===== src/rtl/jump_target_unit.sv =====
// Jump target unit: forms J/JAL pseudo-direct or JR register targets combinationally,
// and registers the target with valid and misalignment flags for the PC/exception path.
module jump_target_unit (
    input  logic        clk,
    input  logic        reset,
    input  logic [25:0] JIm,
    input  logic [3:0]  PCHead,
    input  logic [31:0] RegPC,
    input  logic        JType,
    input  logic        JValid,
    output logic [31:0] JumpPCNext,
    output logic [31:0] JumpPC,
    output logic        JumpValid,
    output logic        AlignErr
);

    function automatic logic [31:0] pseudo_direct(input logic [3:0] head,
                                                   input logic [25:0] index);
        return {head, index, 2'b00};
    endfunction

    function automatic logic word_misaligned(input logic [31:0] addr);
        return |addr[1:0];
    endfunction

    logic [31:0] target_p0;
    logic        align_err_p0;

    logic [31:0] jump_pc_p1;
    logic        vld_p1;
    logic        align_err_p1;

    // Stage p0: combinational target selection, no arithmetic involved
    always_comb begin
        target_p0    = pseudo_direct(PCHead, JIm);
        align_err_p0 = 1'b0;
        if (JType) begin
            target_p0    = RegPC;
            align_err_p0 = word_misaligned(RegPC);
        end
    end

    assign JumpPCNext = target_p0;

    // Stage p1: target holds when no jump is requested; flags are per-edge pulses
    always_ff @(posedge clk or posedge reset) begin
        if (reset) begin
            jump_pc_p1   <= 32'h0000_0000;
            vld_p1       <= 1'b0;
            align_err_p1 <= 1'b0;
        end else begin
            vld_p1       <= JValid;
            align_err_p1 <= JValid & align_err_p0;
            if (JValid) begin
                jump_pc_p1 <= target_p0;
            end
        end
    end

    assign JumpPC    = jump_pc_p1;
    assign JumpValid = vld_p1;
    assign AlignErr  = align_err_p1;

endmodule


===== config.mk =====
export PLATFORM = sky130hd
export DESIGN_NAME = jump_target_unit
export DESIGN_NICKNAME = d
export VERILOG_FILES = /design/src/rtl/jump_target_unit.sv
export SDC_FILE = /design/constraint.sdc
export NUM_CORES = 1
export LEC_CHECK = 0
export ABC_AREA = 1
export CAP_MARGIN = 15
export CORE_ASPECT_RATIO = 1.25
export CORE_MARGIN = 4
export CORE_UTILIZATION = 39
export CTS_CLUSTER_DIAMETER = 30
export DETAILED_ROUTE_END_ITERATION = 7
export PLACE_DENSITY = 0.89
export SYNTH_ARGS = -nofsm -noshare
export SYNTH_HDL_FRONTEND = slang
export SYNTH_SLANG_ARGS = --single-unit

===== constraint.sdc =====
create_clock -name clk -period 2.2 [get_ports clk]
set_input_delay 0.44 -clock clk [delete_from_list [all_inputs] [get_ports clk]]
set_output_delay 0.44 -clock clk [all_outputs]
set_load 0.05 [all_outputs]

==> results of run 1 <==
-- area by class of cell --
class / instances / area share (%)
clock inverters: 1 / 0.1332
well taps: 62 / 2.065
flip-flops and latches: 34 / 22.64
clock buffers: 7 / 2.298
repair buffers: 136 / 44.42
inverters: 65 / 6.560
multi-input cells: 189 / 21.88
-- logic make-up (layout without fill, tap and decap cells) --
| kind of cell | Yosys count | after routing |
|---|---|---|
| and+or+nand+nor | 189 | 189 |
| buffers and inverters | 79 | 209 |
| DFF | 34 | 34 |
-- stage by stage --
step / hold slack (ps) / total power, mW / setup TNS, ps
after global routing: 501.3 / 2.381 / -26.95
after CTS: 482.7 / 2.287 / 0
after detailed placement: 464.8 / 1.811 / 0
after global placement: 460.1 / 1.790 / 0
after floorplan: 471.4 / 1.314 / 0
final: 476.9 / 2.260 / 0
-- power groups by stage --
stage | registers, mW | clock network (mW) | logic [mW]
after floorplan | 0.958 | 0 | 0.356
after global routing | 0.730 | 0.526 | 1.13
after global placement | 0.729 | 0 | 1.06
after CTS | 0.722 | 0.484 | 1.08
after detailed placement | 0.732 | 0 | 1.08
final | 0.721 | 0.468 | 1.07
-- cell usage in the layout, fill, tap and decap left out --
cell	n
and2_1	30
buf_12	32
buf_4	5
clkbuf_1	1
clkbuf_8	6
clkdlybuf4s50_1	99
clkinv_2	1
dfrtp_1	34
inv_1	63
inv_2	1
inv_4	1
nand2_1	129
nand3_1	30
-- critical path: stages --
cell	delay, ps
clkdlybuf4s50_1	540
buf_4	260
nand2_1	100
and2_1	190
buf_12	150
-- timing repair --
action / CTS / global route
endpoints found under the setup margin: 0 / 3
buffers inserted: 0 / 0
gates resized for setup: 0 / 0
-- flip-flops by register name, summed over array words and instances, names as in the netlist --
signal / flops
JumpPC: 32
AlignErr: 1
JumpValid: 1
-- per-layer routing --
layer  global-route usage [%]  vias up  wire, um
met4                    6.544        0       167
met5                        0        -         0
met2                    36.86      110      3245
met1                    19.02     1003      2157
li1                         -     1125         -
met3                    7.424       19       651
-- worst min-delay path by stage --
stage / startpoint / to / slack [ps] / cells past startpoint
5_1_grt: JumpPC[31] / JumpPC[31] / 500 / 2
6_report: JumpPC[21] / JumpPC[21] / 480 / 2
3_5_place_dp: JumpPC[7] / JumpPC[7] / 460 / 2
3_3_place_gp: JumpPC[15] / JumpPC[15] / 460 / 2
2_1_floorplan: JValid / JumpValid / 470 / 0
4_1_cts: JumpPC[7] / JumpPC[7] / 480 / 2
==> results.toml, run 1 <==
[synthesis]
synthCells = 302
yosys-top-cells-area = "dfrtp_1 42%, nand2_1 24%, inv_1 12%"
synthDistinctLibCells = 10
ys_seq_area_share_pct = 41.67
synth_common_cells = "129 x nand2_1, 63 x inv_1, 34 x dfrtp_1, 30 x and2_1, 30 x nand3_1"
synth_ff_type = "dfrtp_1"
ys_ff_latch = 34
yosys_warnings = 0
synthMuxAreaShare_pct = 0
synth-simple-area-share_pct = 40.26
post-synth-top-area-fraction_pct = 41.67
synth-edff-count = 0
yosysMostFrequentCell = "nand2_1"
synth_compound_area_share_pct = 0
synthAdderAreaFrac_pct = 0
yosys.area.top_type = "dfrtp_1"
synth_xor_area_share_pct = 0
async_flop_share_pct = 100.0
avgSynthCellArea_um2 = 6.761
syn-num-nets = 368
synth_top_family_by_area = "simple AND/OR/NAND/NOR gates"
syn-cell-area_um2 = 2042

[timing]
worst-slew-pin-transition_ps = 541.7
fin_crit_sh_pct = 97.20
timing.slew.headroom_pct = 63.78
slew_viol_final = 0
rsz0062_at_grt = "true"
layout_min_cycle_time_ps = 2138
setup_viol = 0
final.setup_skew_ps = 0
setup_slack_ps = 61.71
fmax_mhz = 467.7
hold_violations = 0

[layout]
nets = 497
finish.utilization_pct = 73.97
final_layout_size_suffix_gt1_share_pct = 10.65
syn2layout_area_growth_pct = 84.01
finish.instance_area_um2 = 3757
stdcell_count = 494
antennaDiodeCount = 0
seq_area_um2 = 850.8
multiInputGateArea_um2 = 822.0
fillers = 373

[detailed_routing]
ant_nets = 0
drtIter0Drc = 73
dr.pass1.iters = 5
vias = 2257
wl_per_cell_um = 12.60
wl_um = 6223
viasPerCell = 4.569
drc = 0

[clocking]
htree_levels = 2
path_clk_slew_ps = 60
clockBufferDepth = 2
cts_hold_buf = 0
ctsRootBufferMaster = "clkbuf_8"
cts_buffers = 5
cts.sinks = 34
clk_latency_ps = 270
cts_tree = "built"

[floorplan]
die_area_um2 = 6465
die_h_um = 88.90
core_um2 = 5080
ios = 132
die_w_um = 72.72
fp-row-count = 29
start_util_pct = 40.20

[grt]
grt.overflow.total = 0
grt_max_degree = 35
grt_pass1_vias = 2201
grt_pass1_wl_um = 9860
antenna_found_initial = 0
grtUsageTotal_pct = 19.40

[flow_run]
maxCapViolCount = 0

[placed_design]
gp_congestion = 0.7319
dp_hpwl_um = 5064
dp_slack_ps = 71.33
place_area_um2 = 3666
port-buffer-count = 131
dp_cells = 486

[worst_setup_path]
critPathArrivalTime_ps = 1700
endpoint = "JumpPCNext[19]"
setup.worst_path.end_class = "primary output"
ff2ff_setup_slack_ps = 1560
r2r-start = "JumpPC[5]"
worstRegToRegCells = 2
rr_endpoint = "JumpPC[5]"
path_max_fanout = 18
worst-setup-path-type = "in2out"
critPathLaunchType = "input pin"
worstPathRequired_ps = 1760
critical_path.startpoint = "JType"

[power_and_ir_drop]
powerDensity_nw_per_um2 = 601.5
p_clk_share_pct = 20.7
combPwrFrac_pct = 47.4
p_leak_nw = 1.998
p_seq_share_pct = 31.9
switching_share_pct = 38.48
switchingPower_uw = 869.6
ir_drop_mv = 0.3957
p_int_mw = 1.390

[min_path]
hp-class = "reg2reg"

[outcome]
status = "finished clean"
Note: power is estimated with default switching activity, not from simulation.
==> run 2: changes to the inputs <==
--- a/config.mk
+++ b/config.mk
@@ -6,13 +6,14 @@
 export NUM_CORES = 1
 export LEC_CHECK = 0
 export ABC_AREA = 1
-export CAP_MARGIN = 15
+export CELL_PAD_IN_SITES_DETAIL_PLACEMENT = 1
+export CELL_PAD_IN_SITES_GLOBAL_PLACEMENT = 1
 export CORE_ASPECT_RATIO = 1.25
 export CORE_MARGIN = 4
-export CORE_UTILIZATION = 39
+export CORE_UTILIZATION = 26
 export CTS_CLUSTER_DIAMETER = 30
 export DETAILED_ROUTE_END_ITERATION = 7
-export PLACE_DENSITY = 0.89
+export PLACE_DENSITY = 0.9
 export SYNTH_ARGS = -nofsm -noshare
 export SYNTH_HDL_FRONTEND = slang
 export SYNTH_SLANG_ARGS = --single-unit
==> run 2 against run 1 <==
- sequential share of layout area fell by 0.23 points
- non-clock buffer count did not move
- maximum frequency rose by 9.5%
- largest cell class unchanged
- first-iteration DRC count fell by 41%
- via count rose by 2.4%
- worst hold slack improved by 4.7 ps
- worst setup slack improved by 190 ps
- die area rose by 45%
- critical endpoint is now JumpPCNext[12]
- clock power rose by 1%
==> results.toml, run 2 (same netlist as run 1, synthesis figures left out) <==
[timing]
hold_violations = 0
layout_min_cycle_time_ps = 1953
setup_slack_ps = 246.9
holdWs_ps = 481.5
finalSetupTns_ps = 0
fmax_mhz = 512.0
fin_crit_sh_pct = 88.78
rsz0062_at_grt = "false"
setup_viol = 0
slew_viol_final = 0
worst-slew-pin-transition_ps = 570.3
final.setup_skew_ps = 0
timing.slew.headroom_pct = 61.92

[power_and_ir_drop]
p_total_mw = 2.280
powerDensity_nw_per_um2 = 600.6
ir_drop_mv = 0.3092
p_leak_nw = 2.000

[clocking]
postCtsSetupRepairBufs = 0
cts_resized = 2
cts_hold_buf = 0
htree_levels = 2
cts.sinks = 34
ctsRootBufferMaster = "clkbuf_8"
cts_buffers = 5
clockBufferDepth = 2
clk_latency_ps = 270
cts_tree = "built"
path_clk_slew_ps = 70

[worst_setup_path]
worstPathRequired_ps = 1760
worst-setup-path-type = "in2out"
r2r-start = "JumpPC[14]"
worstRegToRegCells = 2
path_max_fanout = 13
critical_path.startpoint = "JType"
critPathArrivalTime_ps = 1510
crit_slowest_cell = "dlygate4sd2_1"
cpPeakStageDelay_ps = 350
cp_cell_sequence = "dlygate4sd2_1 > buf_4 > nand2_1 > and2_1 > buf_12"
setup.worst_path.end_class = "primary output"
endpoint = "JumpPCNext[12]"
rr_endpoint = "JumpPC[14]"
critPathLaunchType = "input pin"
ff2ff_setup_slack_ps = 1550

[detailed_routing]
wl_um = 7761
vias = 2311
drc = 0
ant_nets = 0
dr.pass1.iters = 4
wl_per_cell_um = 14.81
viasPerCell = 4.410
drtIter0Drc = 43

[grt]
grt_pass1_wl_um = 12590
grt_pass1_vias = 2547
grtUsageTotal_pct = 17.11
grt_max_degree = 35
grt.overflow.total = 0
antenna_found_initial = 0

[layout]
finish.instance_area_um2 = 3796
nets = 497
syn2layout_area_growth_pct = 85.91
stdcell_count = 524
final_layout_size_suffix_gt1_share_pct = 10.65
finish.utilization_pct = 50.40
largest_reg_flops = 32
fillers = 940
most-common-layout-cells = "129 x nand2_1, 98 x clkdlybuf4s50_1, 63 x inv_1"
antennaDiodeCount = 0
final_common_cell = "nand2_1"

[floorplan]
die_w_um = 87.27
die_h_um = 107.1
start_util_pct = 27.11
core_um2 = 7532
ios = 132
die_area_um2 = 9344
fp-row-count = 35

[flow_run]
maxCapViolCount = 0

[placed_design]
dp_cells = 516
port-buffer-count = 131
dp_hpwl_um = 6211
dp_slack_ps = -57.30
place_area_um2 = 3704
gp_congestion = 0.8056

[outcome]
status = "finished clean"

[min_path]
hp-class = "reg2reg"
==> run 2: cell count changes in the layout (fill, tap and decap cells not counted) <==
cell	change
clkdlybuf4s50_1	-1
inv_6	+1
dlygate4sd2_1	+1
inv_4	-1
==> run 2: report_power, final <==
group          internal (mW)  switching (mW)
Clock                  0.253           0.223
Sequential             0.688          0.0339
Combinational          0.449           0.634
Total                   1.39           0.890
==> run 2: area by class of cell <==
class,count,area [um^2],area share [%]
timing repair buffer,136,1668,43.94
clock inverter,1,5.005,0.1318
multi-input combinational,189,822.0,21.65
clock buffer,7,86.33,2.274
sequential,34,850.8,22.41
inverter,65,249.0,6.559
tap,92,115.1,3.032
==> run 2: worst max-delay path, delay by kind of cell <==
| family | cells | cell delay, ps |
|---|---|---|
| AND/OR/NAND/NOR | 2 | 300 |
| buffers and inverters | 3 | 770 |
==> run 2: per-layer routing <==
| metal | part of all wire (%) | global-route usage (%) | wire length (um) | vias to the layer above |
|---|---|---|---|---|
| met1 | 34 | 18.14 | 2663 | 1090 |
| met2 | 56 | 31.68 | 4332 | 82 |
| met3 | 7.7 | 5.534 | 596 | 15 |
| li1 | - | - | - | 1124 |
| met4 | 2.2 | 4.715 | 169 | 0 |
| met5 | 0 | 0 | 0 | - |
==> run 2: worst min path at each step <==
stage	from	to	slack, ps	depth (start not counted)
2_1_floorplan	JValid	JumpValid	470	0
3_3_place_gp	JumpPC[10]	JumpPC[10]	460	2
3_5_place_dp	JumpPC[12]	JumpPC[12]	470	2
4_1_cts	JumpPC[12]	JumpPC[12]	490	2
5_1_grt	JumpPC[5]	JumpPC[5]	520	2
6_report	JumpPC[12]	JumpPC[12]	480	2
